## config.mk

```make
export PLATFORM = sky130hd
export DESIGN_NAME = hazard_tracker_flat
export DESIGN_NICKNAME = d
export VERILOG_FILES = /design/src/rtl/hazard_tracker_pkg.sv /design/src/rtl/hazard_tracker_if.sv /design/src/rtl/hazard_tracker_md_busy_timer.sv /design/src/rtl/hazard_tracker.sv /design/src/flat_wrapper.sv
export SDC_FILE = /design/constraint.sdc
export NUM_CORES = 1
export LEC_CHECK = 0
export CORE_MARGIN = 4
export CORE_UTILIZATION = 41
export CTS_CLUSTER_DIAMETER = 30
export DETAILED_ROUTE_END_ITERATION = 10
export PLACE_DENSITY = 0.81
export SETUP_SLACK_MARGIN = 0.02
export SYNTH_ARGS = -nofsm -noshare
export SYNTH_HDL_FRONTEND = slang
export SYNTH_SLANG_ARGS = --single-unit
export TNS_END_PERCENT = 20
```

## constraint.sdc

```tcl
create_clock -name clk -period 3.34 [get_ports clk]
set_clock_uncertainty 0.15 [all_clocks]
set_input_delay 0.668 -clock clk [delete_from_list [all_inputs] [get_ports clk]]
set_output_delay 0.668 -clock clk [all_outputs]
set_load 0.02 [all_outputs]
```

## src/rtl/hazard_tracker_pkg.sv

```systemverilog
// Shared widths, instruction field positions and mult/div timing defaults
// for the MIPS operand-forwarding producer side.
package mips_hazard_pkg;

    localparam int TNEW_W = 2;
    localparam int REG_W  = 5;

    localparam int RS_HI = 25;
    localparam int RS_LO = 21;
    localparam int RT_HI = 20;
    localparam int RT_LO = 16;

    localparam int MULT_CYCLES_DEF = 5;
    localparam int DIV_CYCLES_DEF  = 10;

    typedef logic [REG_W-1:0]  reg_addr_t;
    typedef logic [TNEW_W-1:0] tnew_t;

    typedef struct packed {
        reg_addr_t a3;
        tnew_t     tnew;
    } stage_t;

    // Remaining latency shrinks by one per stage but never wraps below zero.
    function automatic tnew_t tnew_dec(input tnew_t t);
        return (t == '0) ? '0 : t - TNEW_W'(1);
    endfunction

endpackage

```

## src/rtl/hazard_tracker_if.sv

```systemverilog
// D-stage request and E/M/W producer bundle between the pipeline and the hazard tracker.
// HAZARD_STATS_EN adds the stall_cnt statistics signal.
interface hazard_tracker_if;

    logic [31:0]                 IR_D;
    logic                        rs_used;
    logic                        rt_used;
    mips_hazard_pkg::tnew_t      Tuse_rs;
    mips_hazard_pkg::tnew_t      Tuse_rt;
    mips_hazard_pkg::reg_addr_t  A3_D;
    mips_hazard_pkg::tnew_t      Tnew_D;
    logic                        md_use_D;
    logic                        md_start;
    logic                        md_is_div;

    logic                        stall;
    mips_hazard_pkg::reg_addr_t  A3_E;
    mips_hazard_pkg::reg_addr_t  A3_M;
    mips_hazard_pkg::reg_addr_t  A3_W;
    mips_hazard_pkg::tnew_t      Tnew_E;
    mips_hazard_pkg::tnew_t      Tnew_M;
    mips_hazard_pkg::tnew_t      Tnew_W;
    logic                        md_busy;
`ifdef HAZARD_STATS_EN
    logic [31:0]                 stall_cnt;
`endif

    modport master (
        output IR_D, rs_used, rt_used, Tuse_rs, Tuse_rt, A3_D, Tnew_D,
               md_use_D, md_start, md_is_div,
        input  stall, A3_E, A3_M, A3_W, Tnew_E, Tnew_M, Tnew_W, md_busy
`ifdef HAZARD_STATS_EN
        , input stall_cnt
`endif
    );

    modport slave (
        input  IR_D, rs_used, rt_used, Tuse_rs, Tuse_rt, A3_D, Tnew_D,
               md_use_D, md_start, md_is_div,
        output stall, A3_E, A3_M, A3_W, Tnew_E, Tnew_M, Tnew_W, md_busy
`ifdef HAZARD_STATS_EN
        , output stall_cnt
`endif
    );

endinterface

```

## src/rtl/hazard_tracker_md_busy_timer.sv

```systemverilog
// Occupancy timer for the multicycle mult/div unit; a new issue always reloads.
module md_busy_timer #(
    parameter int MULT_CYCLES = 5,
    parameter int DIV_CYCLES  = 10
) (
    input  logic clk,
    input  logic reset_n,
    input  logic md_start,
    input  logic md_is_div,
    output logic md_busy
);

    localparam int CNT_W = $clog2(DIV_CYCLES + 1);

    logic [CNT_W-1:0] count;

    always_ff @(posedge clk or negedge reset_n) begin
        if (!reset_n) begin
            count <= '0;
        end else if (md_start) begin
            count <= md_is_div ? CNT_W'(DIV_CYCLES) : CNT_W'(MULT_CYCLES);
        end else if (count != '0) begin
            count <= count - CNT_W'(1);
        end
    end

    assign md_busy = (count != '0);

endmodule

```

## src/rtl/hazard_tracker.sv

```systemverilog
// Carries A3/Tnew through E/M/W and raises stall on unforwardable operands or HI/LO use.
// Define HAZARD_STATS_EN to add the stall_cnt cycle counter.
module hazard_tracker
    import mips_hazard_pkg::*;
#(
    parameter int MULT_CYCLES = MULT_CYCLES_DEF,
    parameter int DIV_CYCLES  = DIV_CYCLES_DEF
) (
    input  logic             clk,
    input  logic             reset_n,
    hazard_tracker_if.slave  hz
);

    stage_t    e_q, m_q, w_q;
    reg_addr_t rs, rt;
    logic      data_stall, md_stall, stall;
    logic      md_busy;

    assign rs = hz.IR_D[RS_HI:RS_LO];
    assign rt = hz.IR_D[RT_HI:RT_LO];

    // A producer blocks a reader only if its value is still further away than the reader's need.
    function automatic logic needs_stall(input reg_addr_t src, input logic used,
                                         input tnew_t tuse, input stage_t st);
        return used && (src != '0) && (src == st.a3) && (st.tnew > tuse);
    endfunction

    always_comb begin
        data_stall = needs_stall(rs, hz.rs_used, hz.Tuse_rs, e_q)
                   | needs_stall(rs, hz.rs_used, hz.Tuse_rs, m_q)
                   | needs_stall(rs, hz.rs_used, hz.Tuse_rs, w_q)
                   | needs_stall(rt, hz.rt_used, hz.Tuse_rt, e_q)
                   | needs_stall(rt, hz.rt_used, hz.Tuse_rt, m_q)
                   | needs_stall(rt, hz.rt_used, hz.Tuse_rt, w_q);
        md_stall   = hz.md_use_D & (md_busy | hz.md_start);
        stall      = data_stall | md_stall;
    end

    always_ff @(posedge clk or negedge reset_n) begin
        if (!reset_n) begin
            e_q <= '0;
            m_q <= '0;
            w_q <= '0;
        end else begin
            e_q      <= stall ? stage_t'('0) : stage_t'{a3: hz.A3_D, tnew: hz.Tnew_D};
            m_q.a3   <= e_q.a3;
            m_q.tnew <= tnew_dec(e_q.tnew);
            w_q.a3   <= m_q.a3;
            w_q.tnew <= tnew_dec(m_q.tnew);
        end
    end

    md_busy_timer #(
        .MULT_CYCLES (MULT_CYCLES),
        .DIV_CYCLES  (DIV_CYCLES)
    ) u_md_busy_timer (
        .clk       (clk),
        .reset_n   (reset_n),
        .md_start  (hz.md_start),
        .md_is_div (hz.md_is_div),
        .md_busy   (md_busy)
    );

    assign hz.stall   = stall;
    assign hz.A3_E    = e_q.a3;
    assign hz.A3_M    = m_q.a3;
    assign hz.A3_W    = w_q.a3;
    assign hz.Tnew_E  = e_q.tnew;
    assign hz.Tnew_M  = m_q.tnew;
    assign hz.Tnew_W  = w_q.tnew;
    assign hz.md_busy = md_busy;

`ifdef HAZARD_STATS_EN
    logic [31:0] stall_cnt_q;

    always_ff @(posedge clk or negedge reset_n) begin
        if (!reset_n) begin
            stall_cnt_q <= '0;
        end else if (stall) begin
            stall_cnt_q <= stall_cnt_q + 32'd1;
        end
    end

    assign hz.stall_cnt = stall_cnt_q;
`endif

endmodule
```

## src/flat_wrapper.sv

```systemverilog
// flat-port wrapper written by rule: the top's interface ports become plain ports
module hazard_tracker_flat import mips_hazard_pkg::*;
#(
    parameter int MULT_CYCLES = MULT_CYCLES_DEF,
    parameter int DIV_CYCLES  = DIV_CYCLES_DEF
)
  (clk, reset_n, hz_IR_D, hz_rs_used, hz_rt_used, hz_Tuse_rs, hz_Tuse_rt, hz_A3_D, hz_Tnew_D, hz_md_use_D, hz_md_start, hz_md_is_div, hz_stall, hz_A3_E, hz_A3_M, hz_A3_W, hz_Tnew_E, hz_Tnew_M, hz_Tnew_W, hz_md_busy);
  hazard_tracker_if hz_i ();
  input  logic clk;
  input  logic reset_n;
  input wire logic [$bits(hz_i.IR_D)-1:0] hz_IR_D;
  input wire logic [$bits(hz_i.rs_used)-1:0] hz_rs_used;
  input wire logic [$bits(hz_i.rt_used)-1:0] hz_rt_used;
  input wire logic [$bits(hz_i.Tuse_rs)-1:0] hz_Tuse_rs;
  input wire logic [$bits(hz_i.Tuse_rt)-1:0] hz_Tuse_rt;
  input wire logic [$bits(hz_i.A3_D)-1:0] hz_A3_D;
  input wire logic [$bits(hz_i.Tnew_D)-1:0] hz_Tnew_D;
  input wire logic [$bits(hz_i.md_use_D)-1:0] hz_md_use_D;
  input wire logic [$bits(hz_i.md_start)-1:0] hz_md_start;
  input wire logic [$bits(hz_i.md_is_div)-1:0] hz_md_is_div;
  output wire logic [$bits(hz_i.stall)-1:0] hz_stall;
  output wire logic [$bits(hz_i.A3_E)-1:0] hz_A3_E;
  output wire logic [$bits(hz_i.A3_M)-1:0] hz_A3_M;
  output wire logic [$bits(hz_i.A3_W)-1:0] hz_A3_W;
  output wire logic [$bits(hz_i.Tnew_E)-1:0] hz_Tnew_E;
  output wire logic [$bits(hz_i.Tnew_M)-1:0] hz_Tnew_M;
  output wire logic [$bits(hz_i.Tnew_W)-1:0] hz_Tnew_W;
  output wire logic [$bits(hz_i.md_busy)-1:0] hz_md_busy;
  assign hz_i.IR_D = hz_IR_D;
  assign hz_i.rs_used = hz_rs_used;
  assign hz_i.rt_used = hz_rt_used;
  assign hz_i.Tuse_rs = hz_Tuse_rs;
  assign hz_i.Tuse_rt = hz_Tuse_rt;
  assign hz_i.A3_D = hz_A3_D;
  assign hz_i.Tnew_D = hz_Tnew_D;
  assign hz_i.md_use_D = hz_md_use_D;
  assign hz_i.md_start = hz_md_start;
  assign hz_i.md_is_div = hz_md_is_div;
  assign hz_stall = hz_i.stall;
  assign hz_A3_E = hz_i.A3_E;
  assign hz_A3_M = hz_i.A3_M;
  assign hz_A3_W = hz_i.A3_W;
  assign hz_Tnew_E = hz_i.Tnew_E;
  assign hz_Tnew_M = hz_i.Tnew_M;
  assign hz_Tnew_W = hz_i.Tnew_W;
  assign hz_md_busy = hz_i.md_busy;
  hazard_tracker #(.MULT_CYCLES(MULT_CYCLES), .DIV_CYCLES(DIV_CYCLES)) u_core (.clk(clk), .reset_n(reset_n), .hz(hz_i));
endmodule
```

* After elaboration in Yosys (flattened, before gate mapping)
Cells that the tools add are included.
** Word-level totals
- Register bits after elaboration :: 25
- Bits of input ports :: 50
- Word-level logic and storage cells :: 56
** Operators by class
- $add $sub $neg :: 3
- Order comparisons :: 6
- Equal/unequal tests :: 6
- Multiplexer cells :: 6
- Bitwise operators :: 8
- Reductions and logical operators :: 20
** Operator list (number)
- equality test 5 bit :: 6
- logical AND 1 bit :: 14
- > comparator 2 bit :: 6
- 2-to-1 mux 4 bit :: 3
- nonzero test 5 bit :: 2
- 2-to-1 mux 7 bit :: 1
- bitwise OR 1 bit :: 7
- zero test 2 bit :: 2
- 2-to-1 mux 2 bit :: 2
- nonzero test 4 bit :: 1
- subtractor 2 x 1 -> 2 bit (second input constant) :: 2
- subtractor 4 x 1 -> 4 bit (second input constant) :: 1
- nonzero test 2 bit :: 1
- AND 1 bit :: 1

* Logic depth before layout (Yosys ltp)
- Word-level depth :: 11
- Gate-level depth with buffers :: 8
- Mapped depth without buffers :: 7

* Cells and area by module
From an unflattened synthesis, not the netlist that was laid out.
** Second synthesis, totals
- Cells, all modules :: 144
- Area, all modules :: 1535.2 um2
** By module, submodules not included
- hazard_tracker :: times used 1, cells each 123, area an instance 1298.7 um2
- md_busy_timer :: times used 1, cells each 21, area an instance 236.5 um2

* Worst setup path after synthesis
Ideal clock, no wire load.
- Kind :: input -> output
- Start :: in hz_Tuse_rt[1]
- End :: out hz_stall
- Data arrival time :: 2209 ps
- Data required time :: 2522 ps
- Setup slack :: 313 ps
- Stages :: 7
- Buffers on the path :: 0
- Cells stage by stage :: inv_1 -> ha_1 -> nand2_1 -> nand4_1 -> or4_1 -> a31oi_4 -> or3_1
** On the way
- Cells in the longest elaborated chain, start to end :: 6
** Ends and longest elaborated chain
- start, declared :: RTL line flat_wrapper.sv:15 : input wire logic [$bits(hz_i.Tuse_rt)-1:0] hz_Tuse_rt;
- > comparator 2 bit :: RTL line hazard_tracker.sv:25 : return used && (src != '0) && (src == st.a3) && (st.tnew > tuse);
- logical AND 1 bit :: RTL line hazard_tracker.sv:25
- bitwise OR 1 bit :: RTL line hazard_tracker.sv:32 : | needs_stall(rt, hz.rt_used, hz.Tuse_rt, e_q)
- bitwise OR 1 bit :: RTL line hazard_tracker.sv:33 : | needs_stall(rt, hz.rt_used, hz.Tuse_rt, m_q)
- bitwise OR 1 bit * :: RTL line hazard_tracker.sv:34 : | needs_stall(rt, hz.rt_used, hz.Tuse_rt, w_q);
- bitwise OR 1 bit * :: RTL line hazard_tracker.sv:36 : stall = data_stall | md_stall;
- end, declared :: RTL line flat_wrapper.sv:21 : output wire logic [$bits(hz_i.stall)-1:0] hz_stall;
Mark *: on every way between the ends. The rest lies on a longest branch, timed or not.

* Worst setup path in the final report
Ends and elaborated chain as after synthesis.

==> impl_results.md <==
* Syn Area/Cell at ~10 µm²
* Worst-path fanout max at 3
* R2R setup slack at between 1000 and 1500 ps
* RR Endpoint: u_core.hz.A3_E[1]
* Setup crit start kind: input port
* Ant. Diodes at 0
* Worst-path clk slew at ~80 ps
* HP Class: flip-flop to flip-flop
* Sw power at about 0.26 mW
* Starting Density at between 40% and 50%
* Hpwl dp at between 2000 and 3000 µm
* Power per cell area at 355 nW/µm²
* Layout cells sized above 1 at 20.1%
* Setup WS post-layout at roughly 120 ps
* Seq pwr share at between 40 and 50%
* Leak at 1.06 nW
* Yosys cell types at 23
* CP endpoint kind: output pin
* Overflow after GRT at 0
* Placed Cells at 260
* Worst Path Arrival at ~2400 ps
* Ys Warns at 0
* # DRC at 0
* Largest area contributor in the netlist: dfrtp_1
* Final Hold Fails at 0
* Area post-placement at roughly 2200 µm²
* EDFF count, synth at 0
* Fmax at just over 300 MHz
* Setup crit end: hz_stall
* All-Layer GR Usage at between 10% and 20%
* Initial DRC count at between 40 and 50
* Top-area cell type share of the netlist area at about 41%
* Vias in the first global route at between 1,000 and 1,500
* Area contributors post-synth: dfrtp_1 (41%), ha_1 (12%), xnor2_1 (11%)
* Most numerous cell in the Yosys netlist: dfrtp_1
* I/O Buffers at 50
* IO Count at 73
* Syn Nets at between 200 and 250
* Slew Limit Fails at 0
* Core area at ~3500 µm²
* Synth top cells by count: dfrtp_1 (25), xnor2_1 (19), ha_1 (14), nand2_1 (14), xor2_1 (14)
* Clock Latency Late Sink at 260 ps
* Routed WL at 3790 µm
* Switching Share at a little under a third
* Reg2Reg Launch Point: u_core.hz.Tnew_M[1]
* Worst setup startpoint: hz_Tuse_rt[1]
* First-pass GRT wire length at ~6000 µm
* Async set-reset flop share out of synthesis at 100%
* Worst vdd ir at 0.212 mV
* Post-synthesis sequential area ratio at roughly two fifths
* Die Ht at just under 70 µm
* Antenna Nets Post-Route at 0
* Max-cap violations at 0
* Fin crit share at between 90% and 100%
* Cell area after layout at about 2300 µm²
* DR vias at between 1,000 and 1,500
* Full die area at 4750 µm²
* Clock buffer depth at 2
* RSZ-0062 raised after global routing: false
* Synthesized instance count at 147
* Largest net degree at the start of global routing at 26
* Synthesis-to-layout area growth at 54.2%
* Post-layout min period at about 3200 ps
* Final Power at 0.833 mW
* Rel. slew slack at roughly 72%
* Antenna violations before repair at 0
* Cts hold-fix bufs at 0
* Critical path required time at around 2500 ps
* FP Rows at 21
* CTS Buf Count at 3
* Clock root cell: clkbuf_8
* Post-place setup slack at -644 ps
* TritonCTS clock tree: done
* Synth Cell Area at about 1500 µm²
* Hold_ws at ~330 ps
* Finish-stage setup viols at 0
* Top FF cell, synth: dfrtp_1
* Final Wtd Congestion at between 0.7 and 0.8
* WS Path Type: input port to output pin
* Slew @ Worst Pin at 415 ps
* Initial DRT Pass Iterations at 4
* Die W at between 60 and 70 µm
* Vias per cell at roughly 5
* CTS Sinks at 25
* Clock power share at about a fifth
* Max H-tree Level at 1
* R2R depth at 7
* Combinational share of power at a little over a third
* Post-synthesis sequential element count at 25
* Non-Filler Instances at between 200 and 300
* Status: finished, final reports clean
* Internal cell power at roughly 0.57 mW
* Post-detailed-route wirelength per cell at roughly 14 µm
* Nets at ~280
==> registers in the layout, indices dropped and copies added (netlist names) <==
register                      flops
u_core.u_md_busy_timer.count      4
u_core.hz.A3_M                    5
u_core.hz.Tnew_M                  2
u_core.hz.Tnew_E                  2
u_core.hz.Tnew_W                  2
u_core.hz.A3_E                    5
u_core.hz.A3_W                    5
==> stage by stage <==
step                utilization [%]  TNS, ps
global route                   67.6        0
global placement               63.7     -657
CTS                            66.6        0
detailed placement             63.7     -644
floorplan                         -        0
finish                         67.6        0
==> cell families after synthesis <==
family          Yosys count  share of synthesized area [%]
xor+xnor                 33                           19.0
buf+inv                  13                           3.21
compound gates           17                           8.72
fa+ha+maj                14                           11.5
flops                    25                           41.2
simple gates             45                           16.4
==> per-layer routing <==
| layer | part of all wire [%] | global-route usage (%) |
|---|---|---|
| met3 | 6.6 | 2.27 |
| met5 | 0 | 0 |
| met4 | 1.4 | 7.54 |
| met1 | 46 | 23.1 |
| met2 | 46 | 27.6 |
==> layout make-up <==
cell class | count | area, µm²
clock buffers | 4 | 45.0
fillers | 275 | 1120
inverters | 12 | 45.0
multi-input cells | 109 | 932
flip-flops and latches | 25 | 626
well taps | 46 | 57.6
repair buffers | 69 | 638
==> critical path, cell delays in order <==
cell and delay (ps):
dlygate4sd2_1 200, inv_2 60, ha_4 260, nor2b_2 140, o2111ai_2 150, or4_4 460, a31oi_4 200, or3_4 160
buf_6 100
==> how the worst min path moves through the flow <==
| stage | to | cells past startpoint | from |
|---|---|---|---|
| 2_1_floorplan | u_core.hz.A3_E[0] | 0 | reset_n |
| 3_3_place_gp | u_core.hz.Tnew_W[0] | 1 | u_core.hz.Tnew_M[0] |
| 3_5_place_dp | u_core.hz.A3_M[4] | 0 | u_core.hz.A3_E[4] |
| 4_1_cts | u_core.hz.A3_M[4] | 0 | u_core.hz.A3_E[4] |
| 5_1_grt | u_core.hz.A3_M[3] | 0 | u_core.hz.A3_E[3] |
| 6_report | u_core.hz.Tnew_W[0] | 1 | u_core.hz.Tnew_M[0] |
==> repair_timing <==
action                                  in CTS  in global routing
hold endpoints to repair                     0                  0
pin swaps                                   13                  4
buffers inserted                             1                  0
gates resized for setup                     28                 11
endpoints found under the setup margin       1                  1
cloned                                       0                  0
==> power groups by stage <==
stage | clock network, mW | registers (mW) | logic, mW
finish | 0.174 | 0.370 | 0.289
CTS | 0.179 | 0.369 | 0.284
global route | 0.190 | 0.375 | 0.319
global placement | 0 | 0.373 | 0.275
floorplan | 0 | 0.391 | 0.123
detailed placement | 0 | 0.374 | 0.278
==> placed cells by master, fill, tap and decap left out, drive strengths merged <==
cell type,instances
ha,14
a31oi,2
inv,12
dlymetal6s2s,4
nand4,4
buf,20
dlygate4sd2,9
o2111ai,2
xor2,14
clkdlybuf4s50,35
a21oi,5
nand2b,1
or4,8
nor3,8
xnor2,19
o31ai,2
and2,3
nor2b,4
nor2,2
nand2,14
clkbuf,5
o21ai,5
or3,1
o21a,1
dfrtp,25
No activity file was read; power rests on OpenSTA's default activity.
